File: config.mk
export PLATFORM = sky130hd
export DESIGN_NAME = counter_param
export DESIGN_NICKNAME = d
export VERILOG_FILES = /design/src/rtl/counter_pkg.sv /design/src/rtl/counter_step.sv /design/src/rtl/counter_param.sv
export SDC_FILE = /design/constraint.sdc
export NUM_CORES = 1
export LEC_CHECK = 0
export ABC_AREA = 0
export CAP_MARGIN = 20
export CORE_AREA = 2 2 39 41
export DETAILED_ROUTE_END_ITERATION = 8
export DIE_AREA = 0 0 41 43
export PLACE_DENSITY = 0.72
export SLEW_MARGIN = 20
export SYNTH_ARGS = -nofsm -noshare
export SYNTH_HDL_FRONTEND = slang
export SYNTH_HIERARCHICAL = 1
export SYNTH_SLANG_ARGS = --single-unit
File: constraint.sdc
create_clock -name clk -period 4.4 [get_ports clk]
set_clock_uncertainty 0.1 [all_clocks]
set_input_delay 0.44 -clock clk [delete_from_list [all_inputs] [get_ports clk]]
set_output_delay 0.44 -clock clk [all_outputs]
set_load 0.03 [all_outputs]
File: src/rtl/counter_pkg.sv
// counter_pkg: mode encodings and reset values shared by the counter_param slice
package counter_pkg;
    typedef enum logic [1:0] {
        MODE_UP_STEP = 2'b00,
        MODE_DOWN    = 2'b01,
        MODE_UP      = 2'b10,
        MODE_LOAD    = 2'b11
    } mode_e;
    localparam logic RST_LOAD = 1'b0;
    localparam logic RST_RCO  = 1'b0;
endpackage

File: src/rtl/counter_step.sv
// counter_step: combinational next-count, wrap and load flags for one enabled edge
module counter_step
    import counter_pkg::*;
#(
    parameter int WIDTH   = 4,
    parameter int STEP    = 3,
    parameter int MODULUS = 2**WIDTH
) (
    input  logic [WIDTH-1:0] q,
    input  logic [1:0]       mode,
    input  logic [WIDTH-1:0] d,
    output logic [WIDTH-1:0] q_next,
    output logic             wrap,
    output logic             load_next
);
    localparam logic [WIDTH:0]   STEP_W = STEP[WIDTH:0];
    localparam logic [WIDTH:0]   MOD_W  = MODULUS[WIDTH:0];
    localparam logic [WIDTH-1:0] MAX    = WIDTH'(MODULUS - 1);
    logic [WIDTH:0]   sum;
    logic             wrap_s, wrap_d, wrap_u;
    logic [WIDTH-1:0] q_s, q_d, q_u, q_l;
    always_comb begin
        // one extra bit so q+STEP never overflows before the modulus compare
        sum       = {1'b0, q} + STEP_W;
        wrap_s    = sum >= MOD_W;
        q_s       = WIDTH'(wrap_s ? sum - MOD_W : sum);
        wrap_d    = q == '0;
        q_d       = wrap_d ? MAX : q - WIDTH'(1);
        wrap_u    = q == MAX;
        q_u       = wrap_u ? '0 : q + WIDTH'(1);
        q_l       = d > MAX ? MAX : d;
        q_next    = mode == MODE_UP_STEP ? q_s : mode == MODE_DOWN ? q_d : mode == MODE_UP ? q_u : q_l;
        wrap      = mode == MODE_UP_STEP ? wrap_s : mode == MODE_DOWN ? wrap_d : mode == MODE_UP ? wrap_u : 1'b0;
        load_next = mode == MODE_LOAD;
    end
endmodule

File: src/rtl/counter_param.sv
// counter_param: WIDTH-bit modulus-N counter with stride/down/up/load modes and registered load/rco pulses
module counter_param
    import counter_pkg::*;
#(
    parameter int WIDTH   = 4,
    parameter int STEP    = 3,
    parameter int MODULUS = 2**WIDTH
) (
    input  logic             clk,
    input  logic             reset,
    input  logic             enable,
    input  logic [1:0]       mode,
    input  logic [WIDTH-1:0] D,
    output logic [WIDTH-1:0] Q,
    output logic             load,
    output logic             rco
);
    if (WIDTH < 2 || MODULUS < 2 || MODULUS > 2**WIDTH || STEP < 1 || STEP > MODULUS - 1) begin : g_bad_params
        $error("counter_param: parameters out of range");
    end
    logic [WIDTH-1:0] q_next;
    logic             wrap, load_next;
    counter_step #(.WIDTH(WIDTH), .STEP(STEP), .MODULUS(MODULUS)) u_step (
        .q(Q), .mode(mode), .d(D), .q_next(q_next), .wrap(wrap), .load_next(load_next)
    );
    // disabled cycles hold Q but still clear the pulses
    always_ff @(posedge clk or negedge reset) begin
        if (!reset) begin
            Q    <= '0;
            load <= RST_LOAD;
            rco  <= RST_RCO;
        end else begin
            Q    <= enable ? q_next : Q;
            load <= enable & load_next;
            rco  <= enable & wrap;
        end
    end
endmodule
# == Word-level counts from Yosys, hierarchy flattened ==
# Index checks and enable logic that the tools add are counted.
# classes
add_sub_neg,4
multipliers,0
div,0
magnitude_cmp,2
eq_ne,4
shifts,0
muxes,10
n_bitwise,2
n_reduce_logical,2
# ops
operator,count
4-bit 2-to-1 mux,7
"4-bit by 1-bit subtractor with 4-bit output, second input constant",2
"4-bit by 2-bit adder with 5-bit output, second input constant",1
"5-bit greater-or-equal comparator, second input constant",1
"4-bit by 1-bit adder with 4-bit output, second input constant",1
"2-bit == test, second input constant",2
"4-bit == test, second input constant",1
"4-bit greater-than comparator, second input constant",1
4-bit logical NOT,1
1-bit 2-to-1 mux,3
1-bit AND,2
"2-bit by 1-bit == test with 1-bit output, second input constant",1
2-bit logical NOT,1
# word_totals
ff_bits,6
latchBits,0
mem_bits_rw,0
mem_bits_ro,0
inputBits,9
out_inout_bits,6
wordCells,27
memories,0

# == Longest topological paths before layout ==
# depth
word_depth,5
mapped_depth,6
ltp_nobuf,6

# == By module ==
# The synthesis kept the hierarchy.
# by_module_without_submodules
module,instances,cells_each,area_each_um2,seq_area_each_um2
counter_step,1,43,315.3,0.0
counter_param,1,12,210.2,150.1

# == Worst setup path before layout ==
# OpenSTA, ideal clock, no wires.
# synth_path
path_kind,register -> register
startpoint,reg Q[0]
endpoint,reg Q[1]
setup_time_ps,125
t_arrival_ps,1709
required_time_ps,4175
setup_slack_ps,2467
stages_incl_launch_ff,7
n_path_buf,0
period_less_slack_ps,1933
path_cell_list,dfrtp_1 inv_1 ha_1 nor4b_4 a21o_1 a221o_1 mux2_2
# synth_via
elab_chain_cells,5
word_cells_on_any_way,13
classes_between,add/sub (4); order compare (1); eq/ne (1); mux (6); reduce/logical (1)
# synth_lines
item,line,text
from (decl),counter_param.sv:14,"output logic [WIDTH-1:0] Q,"
from (signal assigned),counter_param.sv:33,Q <= enable ? q_next : Q;
branches (longest 4 deep; another with 4-bit by 2-bit adder with 5-bit output),-,
4-bit 2-to-1 mux *,counter_step.sv:32,q_next = mode == MODE_UP_STEP ? q_s : mode == MODE_DOWN ? q_d : mode == MODE_UP ? q_u : q_l;
named net q_next[1],counter_param.sv:21,logic [WIDTH-1:0] q_next;
# Mark *: on every way through the listed nets, which the timed path passes.
# A chain may end at the register's enable or synchronous reset.

# == Worst setup path after layout ==
# layout_path
startpoint,reg Q[2]
endpoint,out Q[2]
# No word-level cell between the ends.

==> metrics.txt <==
outcome finished clean; sequential area share after synthesis between 20 and 30%; number of buffers inserted by hold repair at cts 0; post-synthesis register bit count 6; RSZ-0062 raised after global routing no; Least-Margin Pin Slew between 400 and 500 ps; Largest delay share family, worst path buffers and inverters; initial antenna violation count 0; drt first pass iters 4; Root Driver clkbuf_4; Final min period ~2100 ps; DRT antenna net count 0; f_max ~480 MHz; # fillers around 140; postcts setup bufs 0; H-tree depth 1; Core ar. 1384 µm²; Die W about 40 µm; Setup violations, final 0; Synth Area per Inst ~9.6 µm²; warnings from Yosys 6; reg2reg start Q[0]; EDFF count, synth 0; DIE AREA ~1800 µm²; CP endpoint kind output pin; top_reg_cell synth dfrtp_1; area grow syn2layout 28.57%; Crit path required time between 3000 and 4000 ps; Pwr per Cell Area 590.7 nW/µm²; CTS Buf Count 3; adder-cell share of the synthesized area about 4.8%; Sequential Area between 150 and 200 µm²; final worst-path cycle share 47.54%; Compound-Gate Fraction of Synth Area 18.57%; layout cell share with drive strength beyond 1 between 20% and 30%; # DRC 0; gr usage total around 15%; hpwl dp roughly 800 µm; hold slack 338.3 ps; area share of the largest cell type after synthesis between 20 and 30%; first-pass GRT wire length between 1500 and 2000 µm; top cells by area, synth dfrtp_1 (29%), mux2_2 (8.6%), xnor2_1 (5.0%), ha_1 (4.8%), nor4b_4 (4.5%); Routed WL approximately 1000 µm; Post-Syn Area about 530 µm²; CTS Sinks 6; I/O Buffers 14; die height between 40 and 50 µm; Initial Util 37.97%; largest net degree at the start of global routing 13; crit path DAT 1550 ps; Crit-path slowest cell clkdlybuf4s50_1; Worst path max stage delay ~750 ps; Pins Over Slew Limit 0; Final Wtd Congestion 0.7744; Via density about 5.4; vias in the first global route about 430; asr flop ratio synth between 90% and 100%; relative slew slack around 72%; largest family of logic cells by synthesized area simple AND/OR/NAND/NOR gates; Final Hold Fails 0; most frequent cells in the layout clkdlybuf4s50_1 (14), dfrtp_1 (6), nand2_1 (5); number of nets in the layout 81; vias post-DR between 400 and 500; I/O pin cnt 15; CP startpoint Q[2]; Worst setup SP type register; ant diodes 0; Routed WL per cell 12.48 µm; kind of critical path reg2out; 1st-iter DRT viols 14; post-synthesis xor/xnor area fraction 6.667%; Worst VDD drop around 0.25 mV; maxcap violations 0; worst skew pair latency 240 ps; simple-gate portion of the synthesized area about 22%; leak pwr approximately 0.29 nW; area of the multi-input gates around 340 µm²; Core Rows 14; most common cell after layout, fill and taps aside clkdlybuf4s50_1; Clock transition at path regs around 40 ps; mux cell area share after synthesis a little under an eighth; worst path bufs/invs 1; remaining global-route overflow 0; Max clock buf depth 2; setup TNS 0 ps; TritonCTS clock tree yes; Hold Path Class in2async; final core utilization 48.82%; CP cell instances clkdlybuf4s50_1; post-synthesis net count 66; largest area contributor in the netlist dfrtp_1; Critical Path Fanout Max 10; Cells after Synth 55; Netlist cell types 28; post-CTS resize count 0
power breakdown:
group | switching [mW] | leakage [nW] | internal [mW]
combinational | 0.110 | 0.197 | 0.121
sequential | 0.0459 | 0.0755 | 0.0730
clock | 0.0182 | 0.0138 | 0.0307
total | 0.174 | 0.286 | 0.225
cell usage after synthesis, drive strengths merged (2+ instances only):
cell type  count
and2           3
nand2          6
inv            2
dfrtp          6
mux2           5
a21oi          2
nor2b          3
buf            4
ha             2
xnor2          3
a21o           3
nor2           3
nand3          2
o21ai          3
registers in the layout, summed over array words and instances (netlist names):
register and flops:
Q 4, load 1, rco 1
routing by layer:
layer	wire length (µm)	global-route usage, %	vias to the layer above	part of all wire, %
met5	0	0	-	0
met4	0	0	0	0
met2	507	23.75	12	48
li1	-	-	220	-
met1	473	18.42	220	45
met3	66	7.853	0	6.3
cell families (layout without fill, tap and decap cells):
family,count (synthesis),in the layout
muxes,5,5
DFF,6,6
and+or+nand+nor,19,19
buffers and inverters,6,19
AOI/OAI and AO/OA,13,13
adders and majority gates,2,2
xor gates and xnor gates,4,4
layout make-up:
class,count,share of cell area (%)
multi-input cells,43,49.63
clock buffers,3,3.333
flip-flops and latches,6,22.22
well taps,16,2.963
repair buffers,14,20.74
inverters,2,1.111
stage by stage:
step                      setup WS (ps)  total power [mW]  std cells  area [µm²]
after floorplan                    2467            0.3000         55       525.5
after global placement             2169            0.3481         81       653.1
after detailed placement           2135            0.3529         81       653.1
after CTS                          2295            0.4049         84       675.6
after global routing               2244            0.4322         84       675.6
final                              2308            0.3991         84       675.6
final timing paths:
kind / end / slack (ps) / cells past startpoint
max in group asynchronous: Q[0] / 3650 / 1
min: rco / 340 / 1
min reg2reg: Q[1] / 570 / 1
max reg2reg: Q[1] / 2500 / 6
max: Q[2] / 2310 / 1
min in group clk: Q[1] / 570 / 1
Power figures use the tool's default switching activity.
